<file path="src/rtl/ldl_fifo_ws_pkt.sv">
// LDL synchronous FIFO write-side pointer controller.
// Tracks a shadow write pointer and publishes a committed pointer to the reader.
module ldl_fifo_ws_pkt #(
    parameter int AW       = 8,
    parameter int AFULL_TH = 2**AW - 4,
    parameter int PKT_MODE = 1
) (
    input  logic          clk,
    input  logic          rst,
    input  logic          we,
    input  logic          commit,
    input  logic          drop,
    input  logic          ovf_clr,
    input  logic [AW:0]   r_pt,
    output logic [AW:0]   w_pt,
    output logic [AW-1:0] wa,
    output logic          ram_we,
    output logic          full,
    output logic          afull,
    output logic [AW:0]   wcnt,
    output logic          stall,
    output logic          ovf
);

    localparam logic [AW:0] DEPTH = {1'b1, {AW{1'b0}}};
    localparam logic [AW:0] TH    = (AW+1)'(AFULL_TH);

    logic [AW:0] s_pt;
    logic [AW:0] s_inc;
    logic [AW:0] s_pt_nxt;
    logic [AW:0] w_pt_nxt;
    logic [AW:0] occ_nxt;
    logic        fw;
    logic        full_nxt;
    logic        afull_nxt;
    logic        stall_nxt;

    always_comb begin
        fw       = we & ~full;
        s_inc    = s_pt + {{AW{1'b0}}, fw};
        s_pt_nxt = s_inc;
        w_pt_nxt = s_inc;
        if (PKT_MODE != 0) begin
            w_pt_nxt = w_pt;
            // Drop rewinds to the last published point and beats commit.
            if (drop) begin
                s_pt_nxt = w_pt;
            end else if (commit) begin
                w_pt_nxt = s_inc;
            end
        end
        occ_nxt   = s_pt_nxt - r_pt;
        full_nxt  = (occ_nxt == DEPTH);
        afull_nxt = (occ_nxt >= TH);
        stall_nxt = (PKT_MODE != 0) && full_nxt && (w_pt_nxt == r_pt);
    end

    always_ff @(posedge clk or posedge rst) begin
        if (rst) begin
            s_pt  <= '0;
            w_pt  <= '0;
            full  <= 1'b0;
            afull <= 1'b0;
            stall <= 1'b0;
            ovf   <= 1'b0;
        end else begin
            s_pt  <= s_pt_nxt;
            w_pt  <= w_pt_nxt;
            full  <= full_nxt;
            afull <= afull_nxt;
            stall <= stall_nxt;
            if (we && full) begin
                ovf <= 1'b1;
            end else if (ovf_clr) begin
                ovf <= 1'b0;
            end
        end
    end

    assign wa     = s_pt[AW-1:0];
    assign ram_we = fw;
    assign wcnt   = s_pt - r_pt;

endmodule

</file>
<file path="config.mk">
export PLATFORM = sky130hd
export DESIGN_NAME = ldl_fifo_ws_pkt
export DESIGN_NICKNAME = d
export VERILOG_FILES = /design/src/rtl/ldl_fifo_ws_pkt.sv
export SDC_FILE = /design/constraint.sdc
export NUM_CORES = 1
export LEC_CHECK = 0
export CORE_UTILIZATION = 35
export CTS_CLUSTER_DIAMETER = 40
export CTS_CLUSTER_SIZE = 14
export DETAILED_ROUTE_END_ITERATION = 10
export HOLD_SLACK_MARGIN = 0.12
export PLACE_DENSITY = 0.7
export SETUP_SLACK_MARGIN = 0.4
export SLEW_MARGIN = 25
export SYNTH_ARGS = -nofsm -noshare
export SYNTH_HDL_FRONTEND = slang
export SYNTH_SLANG_ARGS = --single-unit
</file>
<file path="constraint.sdc">
create_clock -name clk -period 7.4 [get_ports clk]
set_input_delay 1.11 -clock clk [delete_from_list [all_inputs] [get_ports clk]]
set_output_delay 1.11 -clock clk [all_outputs]
set_load 0.05 [all_outputs]
</file>
==> metrics.yaml <==
clock_skew_ns: 0.00258
vias: 1718
rr_worst_depth: 12
cts_setup_buffers: 0
slowest_delay_ns: 0.81
critPathCapture: "wcnt[8]"
tightest_slew_ns: 0.863
cts.path.max_buffers: 2
max-cap-violations: 0
cts_resized: 0
path_cells: "clkdlybuf4s50_1, ha_1, fa_1, nor2b_1, o21ai_0, a21boi_0, o21ai_0, a21oi_1, xnor2_1, clkdlybuf4s50_1"
grt_overflow_total: 0
async_flop_share_pct: 100
power_leakage_uw: 0.00104
initial_utilization_pct: 37.3
yosys.area.top_type: "dfrtp_1"
hold_viol: 0
period_share_pct: 69.9
fin_area_mm2: 0.00248
yosys_warnings: 0
grt_pass1_wl_um: 7680
yosysSeqAreaShare_pct: 28.0
clock.fmax_mhz: 193
regArea_um2: 551
rsz0062_at_grt: "false"
drt_iter0_drc: 77
setup_violations: 0
wire_per_inst_um: 13.9
max-slew-margin-rel_pct: 42.4
fp.dieH_um: 77.0
power_density_mw_per_mm2: 446
netlist_area_mm2: 0.00197
avgSynthCellArea_um2: 8.55
cp.arrival_ns: 4.06
outcome: "complete, no violations"
path_clk_slew_ns: 0.08
antenna_found_initial: 0
crit_fanout: 4
cts.sinks: 22
ys_types: 51
coreArea_mm2: 0.00527
antenna_cells: 0
period_needed_ns: 5.17
syn_to_final_growth_pct: 26.0
hold_buffers: 0
rr_endpoint: "stall"
final_antenna_net_count: 0
numCtsBuffers: 3
slew_viol_final: 0
syn_inst: 230
criticalPathCategory: "in2out"
ir_drop_mv: 0.244
rrSetupSlack_ns: 4.09
viasPerCell: 5.10
drive_gt1_share_pct: 5.24
critPathLaunchType: "input pin"
tns_ns: 0
yosys_most_used_dff: "dfrtp_1"
min_path_type: "reg2reg"
io_buffer_count: 45
row_count: 26
die_area_mm2: 0.00592
cp-startpoint: "r_pt[0]"
nets: 303
finalWirelength_um: 4700
drt_pass1_iterations: 4
synth_edf_count: 0
grt_use_total_pct: 16.5
synth_seq_cells: 22
cp-end-kind: "output pin"
synth_area_leaders: "dfrtp_1 (28%), ha_1 (11%), xnor2_1 (5.8%)"
r2r-start: "full"
cts-root-buf: "clkbuf_8"
gp_congestion: 0.859
grt_pass1_vias: 1577
cts_tree: "yes"
place_hpwl_um: 3870
multiInputGateArea_mm2: 0.00125
cpMaxStageDelayCell: "clkdlybuf4s50_1"
drc: 0
syn_nets: 264
die_w_um: 77.0
nFillCells: 540
required_ns: 6.29
yosysTopAreaCellShare_pct: 28.0
clk_latency_ns: 0.26
grt_max_degree: 23
place_area_mm2: 0.00244
h-tree-depth: 1
ios: 46
worst min path at each step:
stage | cells past startpoint | start | to | slack [ns]
2_1_floorplan | 2 | s_pt[8] | w_pt[8] | 0.58
3_3_place_gp | 2 | full | ovf | 0.52
3_5_place_dp | 2 | full | ovf | 0.52
4_1_cts | 2 | full | ovf | 0.54
5_1_grt | 2 | full | ovf | 0.59
6_report | 2 | full | ovf | 0.53
layout make-up:
type	count	area share, %
timing repair buffer	46	18.5
inverter	24	3.64
clock buffer	3	1.67
sequential	22	22.2
multi-input combinational	172	50.5
tap	70	3.54
layout by cell type, fill, tap and decap left out, types with 3 or more instances in the layout:
cell type,n
a21oi_1,9
clkbuf_8,3
clkdlybuf4s50_1,45
dfrtp_1,22
ha_1,18
inv_1,24
mux2i_1,4
nand2_1,17
nand3_1,10
nor2_1,19
nor2b_1,8
nor3_1,8
o21a_1,4
o21ai_0,13
xnor2_1,13
xor2_1,9
layer usage:
layer	wire, um	global-route usage [%]	vias up
met1	2310	22.2	800
li1	-	-	878
met3	93	1.43	7
met5	0	0	-
met4	83	5.96	0
met2	2210	27.2	33
sequential cells by signal (all words and copies together), names as in the netlist:
signal and count:
ovf 1, w_pt 9, stall 1, afull 1, s_pt 9, full 1
critical path, delay by kind of cell:
kind,cells,cell delay [ns]
and+or+nand+nor,1,0.12
AOI/OAI and AO/OA,4,0.65
xor gates and xnor gates,1,0.14
adders and majority gates,2,0.71
buffers and inverters,2,1.33
power breakdown:
part	switching (uW)	total [uW]	internal (uW)	leakage (uW)
combinational	517	817	300	0.000761
sequential	51.8	212	161	0.000253
clock	38.4	74.7	36.4	0.0000216
through the flow:
| stage | util, % | power, uW | hold WS, ns | std cells | setup slack (ns) |
|---|---|---|---|---|---|
| CTS | 47.0 | 1110 | 0.542 | 337 | 2.23 |
| global placement | 46.2 | 1020 | 0.515 | 334 | 2.28 |
| global route | 47.0 | 1180 | 0.588 | 337 | 2.03 |
| floorplan | - | 828 | 0.584 | 230 | 3.01 |
| detailed placement | 46.2 | 1030 | 0.524 | 334 | 2.24 |
| finish | 47.0 | 1100 | 0.531 | 337 | 2.23 |
logic make-up (layout without fill, tap and decap cells):
kind of cell             after synthesis  count (layout)  synth area share, %
buffers and inverters                 36              73                 8.46
XOR/XNOR                              22              22                 9.80
AND/OR/NAND/NOR                       74              74                 19.4
adder cells (fa/ha/maj)               19              19                 12.5
AO/OA/AOI/OAI                         52              52                 19.3
flip-flops                            22              22                 28.0
multiplexers                           5               5                 2.61
cell usage after synthesis (all sizes together), types with 4 or more instances:
master / instances
nor2b: 8
mux2i: 4
a21oi: 9
dfrtp: 22
xor2: 9
inv: 24
buf: 10
ha: 18
nand3: 11
nor3: 8
o21a: 4
nor2: 19
o21ai: 15
xnor2: 13
nand2: 17
No activity file was read; power rests on OpenSTA's default activity.
